--- config.mk ---
export PLATFORM = sky130hd
export DESIGN_NAME = chaser_ctrl
export DESIGN_NICKNAME = d
export VERILOG_FILES = /design/src/rtl/chaser_pkg.sv /design/src/rtl/chaser_ctrl_key_debounce.sv /design/src/rtl/chaser_ctrl.sv
export SDC_FILE = /design/constraint.sdc
export NUM_CORES = 1
export LEC_CHECK = 0
export ABC_CLOCK_PERIOD_IN_PS = 2900
export BUFFER_PORTS_ARGS = -buffer_cell sky130_fd_sc_hd__buf_2
export CAP_MARGIN = 20
export CORE_ASPECT_RATIO = 1.5
export CORE_UTILIZATION = 62
export DETAILED_ROUTE_END_ITERATION = 10
export HOLD_SLACK_MARGIN = 0.1
export PLACE_DENSITY = 0.79
export SETUP_SLACK_MARGIN = 0.4
export SLEW_MARGIN = 20
export SYNTH_ARGS = -nofsm -noshare
export SYNTH_HDL_FRONTEND = slang
export SYNTH_SLANG_ARGS = --single-unit
export TNS_END_PERCENT = 100
--- constraint.sdc ---
create_clock -name clk -period 2.9 [get_ports clk]
set_input_delay 0.435 -clock clk [delete_from_list [all_inputs] [get_ports clk]]
set_output_delay 0.435 -clock clk [all_outputs]
set_load 0.005 [all_outputs]
--- src/rtl/chaser_pkg.sv ---
// Shared constants for the LED chaser control stage: key indices, speed range, reset defaults.
// Pure constants, no logic.
package chaser_pkg;
    localparam int KEY_RUN = 0;
    localparam int KEY_DIR = 1;
    localparam int KEY_UP  = 2;
    localparam int KEY_DN  = 3;

    localparam int SPEED_W = 2;
    localparam logic [SPEED_W-1:0] SPEED_MAX = 2'd3;

    localparam logic RUN_RST = 1'b1;
    localparam logic DIR_RST = 1'b0;
endpackage

--- src/rtl/chaser_ctrl_key_debounce.sv ---
// One push key: 2-flop synchronizer, then DEBOUNCE_CYCLES-stable filter; press pulses
// one cycle on an accepted 1->0 change, DEBOUNCE_CYCLES+2 edges after the raw change.
module key_debounce
    import chaser_pkg::*;
#(
    parameter int DEBOUNCE_CYCLES = 1000000
) (
    input  logic clk,
    input  logic nrst,
    input  logic key_n,
    output logic level,
    output logic press
);
    localparam int DCNT_W = $clog2(DEBOUNCE_CYCLES);
    localparam logic [DCNT_W-1:0] DCNT_MAX = DCNT_W'(DEBOUNCE_CYCLES - 1);

    logic              sync1_q, sync1_d;
    logic              sync2_q, sync2_d;
    logic              stable_q, stable_d;
    logic              press_q, press_d;
    logic [DCNT_W-1:0] dcnt_q, dcnt_d;

    always_comb begin
        sync1_d  = key_n;
        sync2_d  = sync1_q;
        stable_d = stable_q;
        dcnt_d   = '0;
        press_d  = 1'b0;
        // Any sample matching the stable value drops dcnt back to zero.
        if (sync2_q != stable_q) begin
            if (dcnt_q == DCNT_MAX) begin
                stable_d = sync2_q;
                press_d  = ~sync2_q;
            end else begin
                dcnt_d = dcnt_q + 1'b1;
            end
        end
    end

    always_ff @(posedge clk or negedge nrst) begin
        if (!nrst) begin
            sync1_q  <= 1'b1;
            sync2_q  <= 1'b1;
            stable_q <= 1'b1;
            dcnt_q   <= '0;
            press_q  <= 1'b0;
        end else begin
            sync1_q  <= sync1_d;
            sync2_q  <= sync2_d;
            stable_q <= stable_d;
            dcnt_q   <= dcnt_d;
            press_q  <= press_d;
        end
    end

    assign level = ~stable_q;
    assign press = press_q;
endmodule

--- src/rtl/chaser_ctrl.sv ---
// Key-driven run/dir/speed control plus step_tick clock-enable for the 4-LED chaser.
// Controls update one edge after key_press; step_tick fires every STEP_BASE>>speed cycles while run.
module chaser_ctrl
    import chaser_pkg::*;
#(
    parameter int DEBOUNCE_CYCLES = 1000000,
    parameter int STEP_BASE       = 1250000
) (
    input  logic               clk,
    input  logic               nrst,
    input  logic [3:0]         key_n,
    output logic [3:0]         key_press,
    output logic               run,
    output logic               dir,
    output logic [SPEED_W-1:0] speed,
    output logic               step_tick
);
    localparam int TCNT_W = $clog2(STEP_BASE);

    logic [3:0]         key_level;
    logic [3:0]         key_pulse;
    logic               run_q, run_d;
    logic               dir_q, dir_d;
    logic [SPEED_W-1:0] speed_q, speed_d;
    logic [TCNT_W-1:0]  tcnt_q, tcnt_d;
    logic               tick_q, tick_d;
    logic [31:0]        period_m1;

    for (genvar i = 0; i < 4; i++) begin : g_key
        key_debounce #(
            .DEBOUNCE_CYCLES(DEBOUNCE_CYCLES)
        ) u_key (
            .clk   (clk),
            .nrst  (nrst),
            .key_n (key_n[i]),
            .level (key_level[i]),
            .press (key_pulse[i])
        );
    end

    // A pulse always coincides with the key being held; the AND just makes that explicit.
    assign key_press = key_pulse & key_level;

    always_comb begin
        run_d   = run_q ^ key_press[KEY_RUN];
        dir_d   = dir_q ^ key_press[KEY_DIR];
        speed_d = speed_q;
        if (key_press[KEY_UP] && !key_press[KEY_DN] && speed_q != SPEED_MAX) begin
            speed_d = speed_q + 1'b1;
        end else if (key_press[KEY_DN] && !key_press[KEY_UP] && speed_q != '0) begin
            speed_d = speed_q - 1'b1;
        end

        period_m1 = (32'(STEP_BASE) >> speed_q) - 32'd1;
        tcnt_d    = '0;
        tick_d    = 1'b0;
        // A speed change restarts the period from zero without ticking.
        if (run_q && speed_d == speed_q) begin
            if (32'(tcnt_q) == period_m1) begin
                tick_d = 1'b1;
            end else begin
                tcnt_d = tcnt_q + 1'b1;
            end
        end
    end

    always_ff @(posedge clk or negedge nrst) begin
        if (!nrst) begin
            run_q   <= RUN_RST;
            dir_q   <= DIR_RST;
            speed_q <= '0;
            tcnt_q  <= '0;
            tick_q  <= 1'b0;
        end else begin
            run_q   <= run_d;
            dir_q   <= dir_d;
            speed_q <= speed_d;
            tcnt_q  <= tcnt_d;
            tick_q  <= tick_d;
        end
    end

    assign run       = run_q;
    assign dir       = dir_q;
    assign speed     = speed_q;
    assign step_tick = tick_q;
endmodule

; After elaboration in Yosys (flattened, before gate mapping)
; Cells that the tools add are included.
[word_totals]
regBits = 122
latch_bits = 0
ram_bits = 0
rom_bits = 0
inputBits = 6
output_inout_bits = 9
memories = 0
[op_classes]
n_addsub = 8
n_mul = 0
n_div = 0
order_cmp = 0
n_eq_ne = 11
shift = 1
muxes = 22
bitwise_logic = 11
n_reduce_logical = 12
[op_table]
columns = op, n
row1 = 20-bit two-way mux, 8
row2 = 20-bit by 1-bit adder with 20-bit output (second input constant), 4
row3 = 20-bit == test (second input constant), 4
row4 = 21-bit two-way mux, 2
row5 = 21-bit by 32-bit == test with 1-bit output, 1
row6 = 21-bit by 2-bit right shift with 32-bit output (first input constant), 1
row7 = 32-bit by 1-bit subtractor with 32-bit output (second input constant), 1
row8 = 21-bit by 1-bit adder with 21-bit output (second input constant), 1
row9 = 1-bit two-way mux, 10
row10 = 1-bit NOT, 8
row11 = 2-bit AND reduction, 4
row12 = 1-bit logical AND, 5
row13 = 4-bit AND, 1
row14 = 2-bit two-way mux, 2
row15 = 1-bit inequality test, 4
row16 = 2-bit by 1-bit adder with 2-bit output (second input constant), 1
row17 = 2-bit == test, 1
row18 = 1-bit logical NOT, 2
row19 = 2-bit inequality test (second input constant), 1
row20 = 2-bit nonzero test, 1
row21 = 2-bit by 1-bit subtractor with 2-bit output (second input constant), 1
row22 = 1-bit XOR, 2

; Depth between registers and ports, before layout
[logic_depth]
ltp_word = 10
depth_mapped = 9
ltp_nobuf = 8

; Hierarchy
; From an unflattened synthesis, not the netlist that was laid out.
[hier_totals]
hier_cells = 634
area_unflattened_um2 = 6180.9
[modules_own_cells]
columns = module, instances, cells_per_inst, area_each_um2
row1 = key_debounce, 4, 117, 1141.1
row2 = chaser_ctrl, 1, 166, 1616.6

; Worst setup path before layout
; Ideal clock, no wire load.
[synth_path]
path_type = register to register
from = register speed_q[0], in the netlist speed[0]
to = register tcnt_q[11]
setup_time_ns = 0.119
t_arrival_ns = 2.068
setup_slack_ns = 0.713
path_stages_with_launch = 10
n_path_buf = 1
period_less_slack_ns = 2.187
path_cell_list = dfrtp_1 -> inv_1 -> ha_1 -> inv_1 -> ha_1 -> xnor2_1 -> or4_4 -> o211ai_2 -> buf_6 -> nor2_1
[synth_via]
elab_chain_cells = 7
word_cells_on_any_way = 15
cone_classes = 3 x add/sub / 3 x eq/ne / 1 x shift / 4 x mux / 4 x reduce/logical
[synth_lines]
columns = item, line_no
row1 = "start, declared", chaser_ctrl.sv:24  ; logic [SPEED_W-1:0] speed_q, speed_d;
row2 = "start signal, assigned", chaser_ctrl.sv:77  ; speed_q <= speed_d;
row3 = "parallel branches: the longest is 6 deep, another holds 32-bit by 1-bit subtractor with 32-bit output", n/a
row4 = 21-bit two-way mux (*), chaser_ctrl.sv:58  ; if (run_q && speed_d == speed_q) begin
row5 = via tcnt_d[11], chaser_ctrl.sv:25  ; logic [TCNT_W-1:0] tcnt_q, tcnt_d;
row6 = "end signal, assigned", chaser_ctrl.sv:78  ; tcnt_q <= tcnt_d;
row7 = "end, declared", chaser_ctrl.sv:25
; Mark *: on every way through the listed nets, which the timed path passes.
; A chain may end at the register's enable or synchronous reset.

; Worst setup path after layout
[layout_path]
from = register speed_q[0], in the netlist speed[0]
to = register tcnt_q[2]
; The elaborated chain is that of the path after synthesis.

==> impl_results.md <==
- CTS tree: done
- P&R area growth vs syn: 14.61%
- Crit path to: tcnt_q[2]
- Syn Nets: 594
- Dominant synthesized flop cell: dfrtp_1
- Critical path endpoint category: flip-flop
- Clock share of power: 0.556
- Power share of the combinational group: 0.020
- GRT Overall Usage: 0.2646
- Initial drt markers: 215
- Leakage: slightly below 0.003 uW
- H-tree depth: 4
- Io pins: 15
- Clk root buf: clkbuf_16
- Buffers on Ports: 14
- Max Clk Rate: approximately 0.43 GHz
- Largest family of logic cells by synthesized area: simple AND/OR/NAND/NOR gates
- CTS Buffer Depth: 2
- Final Max Tran Viols: 0
- Drt pass-1 iters: 4
- Effective utilization at floorplan: 0.6369
- RePlAce Congestion: 0.8581
- Worst endpoint data arrival time: 2.64 ns
- Crit path time final: between 2 and 2.5 ns
- WL/cell: 15.79 um
- Global-route wire length before repair: 19730 um
- Antenna violations before repair: 0
- Detail Route Antenna Nets: 0
- Seq/Total Area, Yosys: 0.5238
- Top-area cell type share of the netlist area: 0.4655
- Worst-Margin Slew: 0.7418 ns
- Core box area: 9200 um2
- Register bit count reported by yosys: about 120
- Die ar.: approximately 9900 um2
- Outcome: completed
- Startpoint Class: flip-flop
- Via/cell ratio: 5.812
- Grt met1 use: 0.2940
- Number of flops mapped to enable cells by yosys: 0
- Sw Pwr: 833.4 uW
- Sw Ratio: 0.2019
- Clock latency on the worst-skew pair: 0.42 ns
- Synth Area in XOR/XNOR: 0.1555
- Total gr overflow: 0
- Count of cell types in the netlist: 40
- Chip Width: approximately 81 um
- Clock sinks: roughly 120
- Final cycle utilization of the critical path: 0.8081
- Reg2reg end: tcnt_q[2]
- Crit path kind: flip-flop to flip-flop
- Post-Synthesis Cells: 574
- Synth Area in Simple Gates: 0.2539
- HPWL after DPL: 7288 um
- Drc violations: 0
- Pwr/cell area: 614.6 nW/um2
- Ys async rst share: 1.000
- Vias in the first global route: 4438
- GR Util met3: 0.05789
- Antenna Cells: 0
- Max-cap violations: 0
- Grt met2 use: 0.4583
- CTS Buf Count: 17
- Largest area contributor in the netlist: dfrtp_1
- Final Hold Vio Count: 0
- RSZ-0062 raised after global routing: false
- Worst Setup SP: speed[0]
- Finish-stage setup viols: 0
- Largest net degree at the start of global routing: 54
- Req. time, crit path: 3.19 ns
- Avg Cell Area, Syn: 10.21 um2
- Setup TNS: 0 ns
- Sequential Power Share: 0.423
- Die height: 121.1 um
- Post-synthesis mux area share: 0.01110
- Reg2Reg Depth: 9
- Most crowded layer after global routing: met2
- Post-synthesis compound-gate area fraction: 0.01089
- Share of post-route cells with drive strength above 1: 0.1185
- Max IR drop VDD: roughly 0.00057 V
- Worst Hold Class: input pin to flip-flop
- Reg-to-reg startpoint: speed[0]
- CTS clock-pin slew for the worst setup and hold paths: 0.05 ns
- Post-layout utilization of the core: 0.7299
- Critical path fanouts, max: 20
- Clock skew: ~0.011 ns
- Nets@finish: 623
- Slew margin rel.: 0.5009
- Fraction of the mapped netlist area in adder cells: 0.02990
- Area contributors post-synth: dfrtp_1, xor2_1, nor2_1, dfstp_2, xnor2_1
- Synth Warn #: 0
- Via count: 4231
- Row count: between 40 and 50
- Post-synthesis cell area: 5859 um2
- Reg2reg setup slack: 0.56 ns
- Internal power: between 3000 and 4000 uW
- Total wire length: 11490 um
==> Yosys cell counts (all sizes together) (2+ instances only) <==
library cell	count
or2	2
buf	7
mux2i	2
o22ai	2
nor2b	5
mux2	4
nor3b	4
nand2b	3
and2	2
inv	9
o211ai	2
ha	14
nand2	38
and3	19
nor3	14
dfrtp	109
nor2	117
nand4	20
nor4b	5
dfstp	13
and4	7
nand4b	3
o21ai	3
xnor2	32
xor2	72
or3	3
nor4	9
nand3	47
==> sequential cells by signal, summed over array words and instances, names as in the netlist <==
signal / flops
g_key.u_key.dcnt_q: 80
tcnt_q: 21
g_key.u_key.press: 4
g_key.u_key.stable_q: 4
g_key.u_key.sync1_q: 4
g_key.u_key.sync2_q: 4
speed: 2
dir: 1
run: 1
step_tick: 1
==> worst min-delay path by stage <==
stage	start	end	cells after the start
finish	key_n[2]	g_key[2].u_key.sync1_q	1
global route	key_n[1]	g_key[1].u_key.sync1_q	1
CTS	key_n[2]	g_key[2].u_key.sync1_q	1
detailed placement	g_key[0].u_key.sync1_q	g_key[0].u_key.sync2_q	0
global placement	g_key[0].u_key.sync1_q	g_key[0].u_key.sync2_q	0
floorplan	nrst	dir	0
==> layout by cell type (no fill, tap or decap), types with 2 or more instances in the layout <==
| cell | synthesis | layout |
|---|---|---|
| and2_1 | 2 | 2 |
| and3_1 | 19 | 19 |
| and4_1 | 6 | 6 |
| buf_2 | 4 | 13 |
| buf_4 | 1 | 2 |
| bufinv_16 | 0 | 5 |
| clkbuf_1 | 1 | 2 |
| clkbuf_16 | 0 | 17 |
| clkinv_2 | 0 | 2 |
| clkinvlp_4 | 0 | 4 |
| dfrtp_1 | 109 | 107 |
| dfrtp_2 | 0 | 2 |
| dfstp_2 | 13 | 13 |
| ha_1 | 14 | 14 |
| inv_1 | 9 | 9 |
| mux2_2 | 4 | 4 |
| mux2i_1 | 2 | 2 |
| nand2_1 | 37 | 37 |
| nand2b_1 | 3 | 3 |
| nand3_1 | 47 | 47 |
| nand4_1 | 20 | 20 |
| nand4b_1 | 3 | 3 |
| nor2_1 | 117 | 117 |
| nor2b_1 | 5 | 5 |
| nor3_1 | 14 | 14 |
| nor3b_1 | 4 | 4 |
| nor4_1 | 9 | 9 |
| nor4b_1 | 5 | 5 |
| o21ai_0 | 3 | 3 |
| o22ai_1 | 2 | 2 |
| or2_2 | 2 | 2 |
| or3_1 | 3 | 3 |
| xnor2_1 | 32 | 32 |
| xor2_1 | 72 | 72 |
==> worst max-delay path: stages (launching register included) <==
cell      delay, ns
dfrtp_2        0.47
inv_1          0.15
ha_1           0.21
inv_1          0.05
ha_1           0.30
xnor2_1        0.13
or4_4          0.43
o211ai_2       0.20
buf_6          0.20
nor2_1         0.07
==> per-layer routing <==
layer	up-vias	wire, um	share of wire
met3	30	302	0.026
li1	2005	-	-
met4	0	322	0.028
met5	-	0	0
met1	2110	4701	0.41
met2	86	6168	0.54
==> power by group through the flow <==
stage / clock, uW / sequential [uW] / combinational (uW)
floorplan: 0 / 1770 / 38.3
global placement: 0 / 1770 / 83.8
detailed placement: 0 / 1780 / 85.8
CTS: 2320 / 1750 / 88.1
global route: 2390 / 1750 / 98.7
finish: 2300 / 1750 / 84.3
==> cell families after synthesis <==
| family | after synthesis |
|---|---|
| multiplexers | 6 |
| buffers and inverters | 17 |
| XOR/XNOR | 104 |
| flip-flops | 122 |
| AO/OA/AOI/OAI | 9 |
| adder cells (fa/ha/maj) | 14 |
| AND/OR/NAND/NOR | 302 |
==> cell type report <==
type / count / area, um2
Timing Repair Buffer: 18 / 121.4
Sequential cell: 122 / 3072
Fill cell: 623 / 2485
Inverter: 9 / 33.78
Multi-Input combinational cell: 435 / 2703
Clock buffer: 20 / 446.7
Tap cell: 112 / 140.1
Clock inverter: 12 / 198.9
==> through the flow <==
step | instance area (um2) | cells | hold WS [ns] | total power (uW) | setup slack, ns
3_3_place_gp | 6053 | 695 | 0.3465 | 1859 | 0.5956
5_1_grt | 6715 | 728 | 0.1111 | 4242 | 0.4358
6_report | 6715 | 728 | 0.1199 | 4127 | 0.5566
3_5_place_dp | 6053 | 695 | 0.3470 | 1861 | 0.4527
2_1_floorplan | 5859 | 574 | 0.1394 | 1810 | 0.7132
4_1_cts | 6709 | 728 | 0.1067 | 4159 | 0.4406
==> what timing repair did <==
action / 4_1_cts / 5_1_grt
hold buffers: 1 / 0
endpoints found under the hold margin: 38 / 0
setup endpoints to repair: 0 / 20
gates resized for setup: 0 / 3
buffers inserted: 0 / 0
(Power assumes the default switching activity.)
